**config.mk**
```make
export PLATFORM = sky130hd
export DESIGN_NAME = mem_access_unit
export DESIGN_NICKNAME = d
export VERILOG_FILES = /design/src/rtl/mem_access_unit.sv
export SDC_FILE = /design/constraint.sdc
export NUM_CORES = 1
export LEC_CHECK = 0
export ABC_AREA = 1
export CORE_UTILIZATION = 60
export DETAILED_ROUTE_END_ITERATION = 16
export DONT_BUFFER_PORTS = 1
export PLACE_DENSITY = 0.78
export SYNTH_ARGS = -nofsm -noshare
export SYNTH_HDL_FRONTEND = slang
export SYNTH_SLANG_ARGS = --single-unit
```
**constraint.sdc**
```tcl
create_clock -name CLK -period 2.7 [get_ports CLK]
set_input_delay 0.54 -clock CLK [delete_from_list [all_inputs] [get_ports CLK]]
set_output_delay 0.54 -clock CLK [all_outputs]
set_load 0.1 [all_outputs]
```
**src/rtl/mem_access_unit.sv**
```systemverilog
// MEM-stage load/store unit: one registered memory request per load/store,
// store lane replication/byte enables, load lane select and sign/zero extension.
// BUSYWAIT stalls the pipeline from issue through ACCESS; FAULT pulses on bad or timed-out accesses.
module mem_access_unit #(
  parameter int MAX_WAIT = 255
) (
  input  logic        CLK,
  input  logic        RESET,
  input  logic        MEMREAD_IN,
  input  logic        MEMWRITE_IN,
  input  logic [2:0]  FUNCT3_IN,
  input  logic [31:0] ADDR_IN,
  input  logic [31:0] STORE_DATA_IN,
  input  logic [31:0] MEM_READDATA,
  input  logic        MEM_BUSYWAIT,
  output logic        MEM_READ,
  output logic        MEM_WRITE,
  output logic [31:0] MEM_ADDR,
  output logic [31:0] MEM_WRITEDATA,
  output logic [3:0]  MEM_BYTEEN,
  output logic [31:0] LOAD_DATA,
  output logic        BUSYWAIT,
  output logic        FAULT
);

  // Counter only has to reach MAX_WAIT-1; a zero MAX_WAIT disables the timeout.
  localparam int            CW         = (MAX_WAIT > 1) ? $clog2(MAX_WAIT) : 1;
  localparam logic [CW-1:0] WAIT_LAST  = CW'(MAX_WAIT - 1);
  localparam bit            TIMEOUT_EN = (MAX_WAIT != 0);

  localparam logic [2:0] F3_B  = 3'b000;
  localparam logic [2:0] F3_H  = 3'b001;
  localparam logic [2:0] F3_W  = 3'b010;
  localparam logic [2:0] F3_BU = 3'b100;
  localparam logic [2:0] F3_HU = 3'b101;

  typedef enum logic [1:0] {
    ST_IDLE   = 2'd0,
    ST_ACCESS = 2'd1,
    ST_DONE   = 2'd2
  } state_t;

  state_t        state_q;
  logic          mem_read_q;
  logic          mem_write_q;
  logic [31:0]   mem_addr_q;
  logic [31:0]   mem_wdata_q;
  logic [3:0]    mem_byteen_q;
  logic [31:0]   load_data_q;
  logic          fault_q;
  logic [CW-1:0] cnt_q;
  logic [2:0]    f3_q;
  logic [1:0]    alo_q;

  logic          req_any;
  logic          req_one;
  logic          f3_legal;
  logic          addr_aligned;
  logic          req_ok;
  logic          req_bad;
  logic [3:0]    byteen_d;
  logic [31:0]   wdata_d;
  logic [7:0]    lane_byte;
  logic [15:0]   lane_half;
  logic [31:0]   ldata_d;

  // Classify the instruction currently in MEM: valid access, bad access, or not a memory op.
  always_comb begin
    req_any = MEMREAD_IN | MEMWRITE_IN;
    req_one = MEMREAD_IN ^ MEMWRITE_IN;
    if (MEMWRITE_IN) begin
      f3_legal = (FUNCT3_IN == F3_B) || (FUNCT3_IN == F3_H) || (FUNCT3_IN == F3_W);
    end else begin
      f3_legal = (FUNCT3_IN == F3_B) || (FUNCT3_IN == F3_H) || (FUNCT3_IN == F3_W) ||
                 (FUNCT3_IN == F3_BU) || (FUNCT3_IN == F3_HU);
    end
    // funct3[1:0] is the access size for every legal encoding.
    case (FUNCT3_IN[1:0])
      2'b01:   addr_aligned = ~ADDR_IN[0];
      2'b10:   addr_aligned = (ADDR_IN[1:0] == 2'b00);
      default: addr_aligned = 1'b1;
    endcase
    req_ok  = req_one & f3_legal & addr_aligned;
    req_bad = req_any & ~req_ok;
  end

  // Store lane formatting; loads always present all four enables.
  always_comb begin
    byteen_d = 4'b1111;
    wdata_d  = STORE_DATA_IN;
    if (MEMWRITE_IN) begin
      case (FUNCT3_IN[1:0])
        2'b00: begin
          byteen_d = 4'b0001 << ADDR_IN[1:0];
          wdata_d  = {4{STORE_DATA_IN[7:0]}};
        end
        2'b01: begin
          byteen_d = ADDR_IN[1] ? 4'b1100 : 4'b0011;
          wdata_d  = {2{STORE_DATA_IN[15:0]}};
        end
        default: begin
          byteen_d = 4'b1111;
          wdata_d  = STORE_DATA_IN;
        end
      endcase
    end
  end

  // Load lane select and extension, driven by the funct3/offset latched at issue.
  always_comb begin
    case (alo_q)
      2'd0:    lane_byte = MEM_READDATA[7:0];
      2'd1:    lane_byte = MEM_READDATA[15:8];
      2'd2:    lane_byte = MEM_READDATA[23:16];
      default: lane_byte = MEM_READDATA[31:24];
    endcase
    lane_half = alo_q[1] ? MEM_READDATA[31:16] : MEM_READDATA[15:0];
    case (f3_q)
      F3_B:    ldata_d = {{24{lane_byte[7]}}, lane_byte};
      F3_H:    ldata_d = {{16{lane_half[15]}}, lane_half};
      F3_W:    ldata_d = MEM_READDATA;
      F3_BU:   ldata_d = {24'd0, lane_byte};
      F3_HU:   ldata_d = {16'd0, lane_half};
      default: ldata_d = 32'd0;
    endcase
  end

  // Request FSM; every output it drives is registered. DONE exists so the
  // instruction still sitting on the inputs is not issued a second time.
  always_ff @(posedge CLK) begin
    if (RESET) begin
      state_q      <= ST_IDLE;
      mem_read_q   <= 1'b0;
      mem_write_q  <= 1'b0;
      mem_addr_q   <= 32'd0;
      mem_wdata_q  <= 32'd0;
      mem_byteen_q <= 4'd0;
      load_data_q  <= 32'd0;
      fault_q      <= 1'b0;
      cnt_q        <= '0;
      f3_q         <= 3'd0;
      alo_q        <= 2'd0;
    end else begin
      case (state_q)
        ST_IDLE: begin
          fault_q <= 1'b0;
          if (req_ok) begin
            state_q      <= ST_ACCESS;
            f3_q         <= FUNCT3_IN;
            alo_q        <= ADDR_IN[1:0];
            mem_addr_q   <= {ADDR_IN[31:2], 2'b00};
            mem_wdata_q  <= wdata_d;
            mem_byteen_q <= byteen_d;
            mem_read_q   <= MEMREAD_IN;
            mem_write_q  <= MEMWRITE_IN;
            cnt_q        <= '0;
          end else if (req_bad) begin
            fault_q     <= 1'b1;
            load_data_q <= 32'd0;
          end
        end
        ST_ACCESS: begin
          if (!MEM_BUSYWAIT) begin
            state_q     <= ST_DONE;
            mem_read_q  <= 1'b0;
            mem_write_q <= 1'b0;
            if (mem_read_q) begin
              load_data_q <= ldata_d;
            end
          end else if (TIMEOUT_EN && (cnt_q == WAIT_LAST)) begin
            state_q     <= ST_DONE;
            mem_read_q  <= 1'b0;
            mem_write_q <= 1'b0;
            load_data_q <= 32'd0;
            fault_q     <= 1'b1;
          end else begin
            cnt_q <= cnt_q + CW'(1);
          end
        end
        ST_DONE: begin
          state_q <= ST_IDLE;
          fault_q <= 1'b0;
        end
        default: begin
          state_q <= ST_IDLE;
        end
      endcase
    end
  end

  // Stall from the issue cycle through ACCESS; DONE lets the pipeline advance.
  assign BUSYWAIT      = ~RESET & (((state_q == ST_IDLE) & req_ok) | (state_q == ST_ACCESS));
  assign MEM_READ      = mem_read_q;
  assign MEM_WRITE     = mem_write_q;
  assign MEM_ADDR      = mem_addr_q;
  assign MEM_WRITEDATA = mem_wdata_q;
  assign MEM_BYTEEN    = mem_byteen_q;
  assign LOAD_DATA     = load_data_q;
  assign FAULT         = fault_q;

endmodule

```
# Word level (Yosys, flattened, before mapping)
# Index checks and enable logic that the tools add are counted.
[totals]
ff_bits = 116
in_bits = 104
[op_classes]
n_addsub = 1
n_eq_ne = 23
shift = 1
muxes = 35
n_bitwise = 11
reduce_logical = 18
[ops]
columns = ["cell", "count"]
rows = [
  ["two-way mux 32 bit", 6],
  ["case mux 32 bit (5 select lines)", 1],
  ["case mux 32 bit (2 select lines)", 2],
  ["two-way mux 8 bit", 3],
  ["case mux 8 bit (3 select lines)", 1],
  ["two-way mux 16 bit", 1],
  ["case mux 8 bit (2 select lines)", 1],
  ["equality test 3 bit (second input constant)", 4],
  ["!= test 2 bit (second input constant)", 6],
  ["two-way mux 1 bit", 9],
  ["adder 8 x 1 -> 8 bit (second input constant)", 1],
  ["equality test 8 bit (second input constant)", 1],
  ["zero test 2 bit", 4],
  ["two-way mux 4 bit", 2],
  ["case mux 4 bit (2 select lines)", 1],
  ["equality test 2 x 1 -> 1 bit (second input constant)", 3],
  ["equality test 2 bit (second input constant)", 3],
  ["equality test 3 x 1 -> 1 bit (second input constant)", 2],
  ["equality test 3 x 2 -> 1 bit (second input constant)", 2],
  ["zero test 3 bit", 2],
  ["two-way mux 2 bit", 3],
  ["!= test 3 bit (second input constant)", 2],
  ["case mux 1 bit (2 select lines)", 3],
  ["AND reduction 3 bit", 2],
  ["other kinds (13)", 24],
]

# Longest topological paths before layout
# Gate-level depths: netlist (run 1).
[depth]
ltp_word = 13
ltp_mapped = 14
mapped_depth_nobuf = 12

# Worst setup path after synthesis (run 1)
# Ideal clock, no wire load.
[synth_timing]
kind = "input -> output"
startpoint = "in MEMWRITE_IN"
endpoint = "out BUSYWAIT"
arrival_ns = 3.118
setup_slack_ns = -0.958
cell_stages = 9
path_buffers = 3
cell_sequence = "buf_4 inv_2 ha_1 inv_1 a21oi_4 nand4_2 buf_4 buf_2 a21oi_1"
[synth_between]
elab_chain_len = 6
elab_cells_between_ends = 7
classes_between = "1 x mux; 6 x bitwise"
[synth_rtl]
columns = ["element", "line", "source"]
rows = [
  ["start: declaration", "10", "input logic MEMWRITE_IN,"],
  ["XOR 1 bit / two-way mux 1 bit (equally long branches)", "70, 71", ""],
  ["bitwise AND 1 bit (*) (2 in a row)", "83", "req_ok = req_one & f3_legal & addr_aligned;"],
  ["bitwise AND 1 bit (*)", "192", "assign BUSYWAIT = ~RESET & (((state_q == ST_IDLE) & req_ok) | (state_q == ST_ACCESS));"],
  ["bitwise OR 1 bit (*)", "192", ""],
  ["bitwise AND 1 bit (*)", "192", ""],
  ["end: declaration", "22", "output logic BUSYWAIT,"],
]
# Every way passes the cells marked *; elsewhere a longest branch is shown, timed or not.

# Worst setup path in the final report (run 1)
[layout_timing]
startpoint = "reg state_q[1]"
endpoint = "out BUSYWAIT"
[layout_between]
elab_chain_len = 4
elab_cells_between_ends = 5
classes_between = "1 x eq/ne; 3 x bitwise; 1 x reduce/logical"
[layout_rtl]
columns = ["element", "line", "source"]
rows = [
  ["start: declaration", "43", "state_t state_q;"],
  ["start signal: assignment", "132", "state_q <= ST_IDLE;"],
  ["start signal: assignment", "148", "state_q <= ST_ACCESS;"],
  ["start signal: assignment", "164", "state_q <= ST_DONE;"],
  ["zero test 2 bit", "192", ""],
  ["bitwise AND 1 bit", "192", ""],
  ["bitwise OR 1 bit (*)", "192", ""],
  ["bitwise AND 1 bit (*)", "192", ""],
]
# Marked as above.

==> results of run 1 <==
## power by group through the flow
stage,registers [mW],clock network [mW],logic [mW]
global placement,2.09,0,1.03
global route,2.06,2.35,1.15
finish,2.05,2.26,1.06
detailed placement,2.09,0,1.04
floorplan,2.33,0,0.632
CTS,2.05,2.28,1.05
## sequential cells by signal (all words and copies together) (netlist names)
signal         cells
MEM_ADDR          30
cnt_q              8
state_q            2
LOAD_DATA         32
alo_q              2
MEM_WRITEDATA     32
f3_q               3
MEM_READ           1
MEM_WRITE          1
FAULT              1
MEM_BYTEEN         4
## how the worst min path moves through the flow
stage / from / end / slack [ps]
after global routing: RESET / MEM_WRITEDATA[26] / 70
after global placement: LOAD_DATA[23] / LOAD_DATA[23] / 450
after CTS: RESET / MEM_WRITEDATA[24] / 70
final: RESET / MEM_ADDR[29] / 100
after floorplan: state_q[1] / state_q[1] / 460
after detailed placement: MEM_WRITEDATA[4] / MEM_WRITEDATA[4] / 450
## through the flow
step / util [%] / area (um^2) / worst slack [ps]
floorplan: - / 6370 / 25.5
global placement: 66.3 / 6820 / 375
detailed placement: 66.3 / 6820 / 313
CTS: 72.1 / 7410 / 284
global route: 72.1 / 7410 / 199
finish: 72.1 / 7410 / 289
## kinds of logic after synthesis
group                      synth area share [%]
AOI/OAI and AO/OA                          16.1
xor gates and xnor gates                  0.691
adders and majority gates                  1.78
buffers and inverters                      9.72
DFF                                        36.7
other                                    0.0592
and+or+nand+nor                            35.0
## worst register-to-register path: stages (launching register included)
cell,delay (ps)
dfxtp_1,360
inv_1,80
ha_1,220
inv_4,190
nor2_1,70
inv_1,70
nor2_1,50
a21oi_2,140
nand2_4,80
a21oi_4,100
buf_4,360
nand2_1,140
a21oi_1,150
## placed cells by master (no fill, tap or decap), types with 3 or more instances in the layout
| master | count |
|---|---|
| a21oi_4 | 3 |
| a21oi_1 | 108 |
| a22o_1 | 3 |
| nand2_2 | 16 |
| clkinvlp_4 | 5 |
| nor2_1 | 98 |
| nor2_2 | 3 |
| bufinv_16 | 3 |
| nor3_1 | 5 |
| o21ai_0 | 37 |
| o21ai_1 | 7 |
| buf_4 | 74 |
| inv_6 | 3 |
| a21oi_2 | 11 |
| ha_1 | 9 |
| nand2_1 | 360 |
| inv_2 | 7 |
| o21a_1 | 10 |
| inv_1 | 67 |
| clkbuf_16 | 16 |
| nand3_1 | 46 |
| dfxtp_1 | 116 |
| xor2_1 | 3 |
| a31oi_1 | 3 |
| buf_12 | 3 |
| nor2_4 | 4 |
## area by class of cell
class                   instances  area, um^2
clock buffers                  18         418
clock inverters                14         176
fillers                       885        2870
inverters                      76         288
multi-input cells             738        3420
flip-flops and latches        116        2320
well taps                     136         170
repair buffers                 77         616
## synth_stat cells, drive strengths merged
cell	n
nand3b	2
xor2	3
a31oi	3
o21ai	44
o21bai	1
ha	9
a22o	3
nand4	2
a21oi	122
nor3	5
dfxtp	116
conb	1
clkinv	1
inv	75
clkbuf	22
nor2	105
xnor2	2
o21a	10
nand2	377
buf	39
nand3	48
## per-layer routing
metal | track usage (%) | vias up | wire length, um
li1 | - | 3189 | -
met1 | 39.5 | 2795 | 7170
met2 | 49.6 | 331 | 7750
met3 | 8.48 | 51 | 1610
met4 | 15.1 | 0 | 544
met5 | 0 | - | 0
==> metrics.cfg, run 1 <==
[die]
dieArea_um2=11000
die_h_um=105
ios=208
rows=37
core_um2=10300
die_w_um=105
initial_utilization_pct=61.6

[routing]
totalWireLength_um=17100
antenna_left=0
vias=6366
wl_per_cell_um=14.5
drc_errors=0
drt-pass1-iter-count=6
routed_via_density=5.42
drt_iter0_drc=598

[pwr]
power_frac_clock_pct=42.1
p_int_mw=3.48
share_comb_of_total_power_pct=19.7
power_switching_mw=1.89
ir_worst_vdd_uv=399
power_frac_seq_pct=38.3
power.density_nw_per_um2=724
total_power_mw=5.36
leakage_nw=3.19
swShare_pct=35.2

[setup_path]
critPathLaunchType=register
r2r-start=state_q[1]
reg2reg_depth=12
crit_path_end=BUSYWAIT
end_kind=primary output
critical_path.max_fanout=6
path_depth=5
cp_top_family=adder cells
regToRegSetupSlack_ps=620
critPathRequiredTime_ps=2160
path_class=register to primary output
crit_start=state_q[1]
crit-reg2reg-capture=LOAD_DATA[18]
arrival_ps=1870
critical_path.slowest_cell=ha_1
crit_chain=inv_1 > ha_1 > nand4_4 > a21oi_4 > buf_12
slowest_delay_ps=360
worst-path-buf-inv=2

[global_route]
first_global_vias=5845
grt_pass1_wl_um=28000
grt_max_degree=93
grt_usage_pct=31.4
grt-ovfl-total=0
antenna_found_initial=0

[cells_and_area]
syn2layout_area_growth_pct=17.0
finalNetCount=1139
drive_gt1_share_pct=15.2
diodes=0
fin_cells=1175

[synth]
syn_area_um2=6330
synthCells=990
avgSynthCellArea_um2=6.40
synth_top_area_cell=dfxtp_1
seq_area_frac_synth_pct=36.7
synth_top_area_share_pct=36.7
ys_types=37
yosys_warnings=0
synth-seq-cells=116
netlist_top_cells_area=dfxtp_1, nand2_1, a21oi_1

[clock_network]
cts_tree=built
cts_buffer_depth=2
numCtsBuffers=17
cts-root-buf=clkbuf_8
ctsHoldBuffers=0
htreeDepth=4
clk_latency_ps=520
cts_resized=0
cts.clk_slew.worst_paths_ps=60
post_cts_buffers=0
cts.sink_count=116

[sta]
finalMaxSlewViolations=0
fin_hold_ws_ps=95.2
max_freq_mhz=415
timing_worst_slew_pin_value_ps=1000
max-slew-margin-rel_pct=32.9
rsz0062_at_grt=false
hold_viol_final=0
final.setup_skew_ps=6.02
finalCritPeriodShare_pct=89.3
setup_viol=0
fin_crit_ps=2410
setup-tns-final_ps=0

[worst_hold_path]
min_path_type=primary input to register
holdPathStages=1

[run]
maxCapViolCount=0

[placed_design]
dp_hpwl_um=11600
gp_congestion=0.907
place_inst=1143
port_buffers=0

[run_status]
status=completed

No activity file was read; power rests on OpenSTA's default activity.
==> run 2: changes to the inputs <==
--- a/config.mk
+++ b/config.mk
@@ -6,10 +6,12 @@
 export NUM_CORES = 1
 export LEC_CHECK = 0
 export ABC_AREA = 1
-export CORE_UTILIZATION = 60
+export CELL_PAD_IN_SITES_DETAIL_PLACEMENT = 1
+export CELL_PAD_IN_SITES_GLOBAL_PLACEMENT = 2
+export CORE_UTILIZATION = 33
 export DETAILED_ROUTE_END_ITERATION = 16
 export DONT_BUFFER_PORTS = 1
-export PLACE_DENSITY = 0.78
+export PLACE_DENSITY = 0.82
 export SYNTH_ARGS = -nofsm -noshare
 export SYNTH_HDL_FRONTEND = slang
 export SYNTH_SLANG_ARGS = --single-unit
==> run 2 against run 1 <==
Effect of this change: final area rose by 3.3%; sequential power fell by 2%; first-iteration DRC count fell by 54%; fmax fell by 0.13%; power rose by 2.9%; non-clock buffer count rose by 10; utilization fell by 31 points.
==> metrics.cfg, run 2 (synthesis results as in run 1) <==
[run_status]
status=completed

[global_route]
grt_max_degree=93
first_global_vias=6253
grt_pass1_wl_um=33100
grt-ovfl-total=0
antenna_found_initial=0
grt_usage_pct=21.1

[routing]
drt-pass1-iter-count=5
totalWireLength_um=20500
wl_per_cell_um=16.0
drt_iter0_drc=276
drc_errors=0
routed_via_density=4.93
antenna_left=0
vias=6329

[setup_path]
crit-reg2reg-capture=LOAD_DATA[16]
cp_top_family=adder cells
crit_chain=inv_1 > ha_1 > nand4_4 > a21oi_4 > buf_12
crit_start=state_q[0]
slowest_delay_ps=390
arrival_ps=1870
critical_path.max_fanout=6
r2r-start=state_q[1]
regToRegSetupSlack_ps=670
crit_path_end=BUSYWAIT
path_depth=5
worst-path-buf-inv=2
critPathLaunchType=register
reg2reg_depth=13
path_class=register to primary output
end_kind=primary output
critPathRequiredTime_ps=2160
critical_path.slowest_cell=ha_1

[cells_and_area]
syn2layout_area_growth_pct=20.9
drive_gt1_share_pct=16.0
final_cell_mix=nand2_1, dfxtp_1, a21oi_1
layout_commonest_cell=nand2_1
finalNetCount=1149
diodes=0

[die]
core_um2=18800
die_w_um=141
initial_utilization_pct=33.8
die_h_um=141
dieArea_um2=19800
ios=208
rows=50

[worst_hold_path]
min_path_type=primary input to register

[clock_network]
clk_latency_ps=420
htreeDepth=4
cts_tree=built
cts_buffer_depth=2
cts.sink_count=116
numCtsBuffers=17
cts.clk_slew.worst_paths_ps=60
cts-root-buf=clkbuf_16
post_cts_buffers=0
cts_resized=0
ctsHoldBuffers=0

[pwr]
ir_worst_vdd_uv=476
leakage_nw=3.28
power.density_nw_per_um2=721

[run]
maxCapViolCount=0

[placed_design]
port_buffers=0
dp_hpwl_um=14300
gp_congestion=0.798

[sta]
hold_viol_final=0
max_freq_mhz=414
finalCritPeriodShare_pct=89.4
rsz0062_at_grt=false
fin_hold_ws_ps=194
setup_viol=0
fin_crit_ps=2410
setup-tns-final_ps=0
final.setup_skew_ps=9.16
timing_worst_slew_pin_value_ps=985
max-slew-margin-rel_pct=34.3
finalMaxSlewViolations=0

run 2: cell count changes in the layout (fill, tap and decap cells not counted):
cell,before,now
buf_4,74,81
clkinvlp_4,5,1
buf_12,3,6
clkinv_4,2,5
clkbuf_16,16,17
clkbuf_8,1,0
clkinv_2,1,2
run 2: where the power goes:
group	total, mW	leakage, nW	internal (mW)	switching [mW]
sequential	2.00	0.940	1.79	0.218
combinational	1.16	2.05	0.307	0.850
clock	2.36	0.295	1.46	0.895
run 2: worst min-delay path by stage:
stage	startpoint	end	slack, ps	cells past startpoint
2_1_floorplan	state_q[1]	state_q[1]	460	2
3_3_place_gp	LOAD_DATA[24]	LOAD_DATA[24]	450	2
3_5_place_dp	LOAD_DATA[24]	LOAD_DATA[24]	450	2
4_1_cts	RESET	MEM_WRITEDATA[25]	170	1
5_1_grt	RESET	MEM_WRITEDATA[27]	170	1
6_report	RESET	MEM_WRITEDATA[1]	190	1
run 2: layout make-up:
type | count | area (um^2)
Clock buffer | 18 | 429
Clock inverter | 14 | 178
Fill cell | 2452 | 11100
Inverter | 76 | 288
Multi-Input combinational cell | 738 | 3420
Sequential cell | 116 | 2320
Tap cell | 234 | 293
Timing Repair Buffer | 87 | 728
run 2: layer usage:
layer  vias up  global-route usage [%]  part of all wire, %
li1       3213                       -                    -
met1      2954                    27.0                   46
met2       132                    34.7                   47
met3        30                    4.65                  4.9
met4         0                    7.38                  2.0
met5         -                       0                    0
run 2: per-stage QoR:
| stage | setup slack, ps | power, mW | std cells | area [um^2] | util, % |
|---|---|---|---|---|---|
| 3_5_place_dp | 384 | 3.20 | 1251 | 7050 | 37.6 |
| 4_1_cts | 278 | 5.58 | 1283 | 7660 | 40.8 |
| 5_1_grt | 219 | 5.77 | 1283 | 7660 | 40.8 |
| 3_3_place_gp | 436 | 3.19 | 1251 | 7050 | 37.6 |
| 2_1_floorplan | 25.5 | 2.96 | 991 | 6370 | - |
| 6_report | 286 | 5.52 | 1283 | 7660 | 40.8 |
run 2: worst reg2reg max path, delay by kind of cell (launching register included):
| kind | cells | cell delay [ps] |
|---|---|---|
| buffers and inverters | 5 | 650 |
| and+or+nand+nor | 5 | 470 |
| DFF | 1 | 350 |
| AOI/OAI and AO/OA | 2 | 230 |
| adders and majority gates | 1 | 220 |
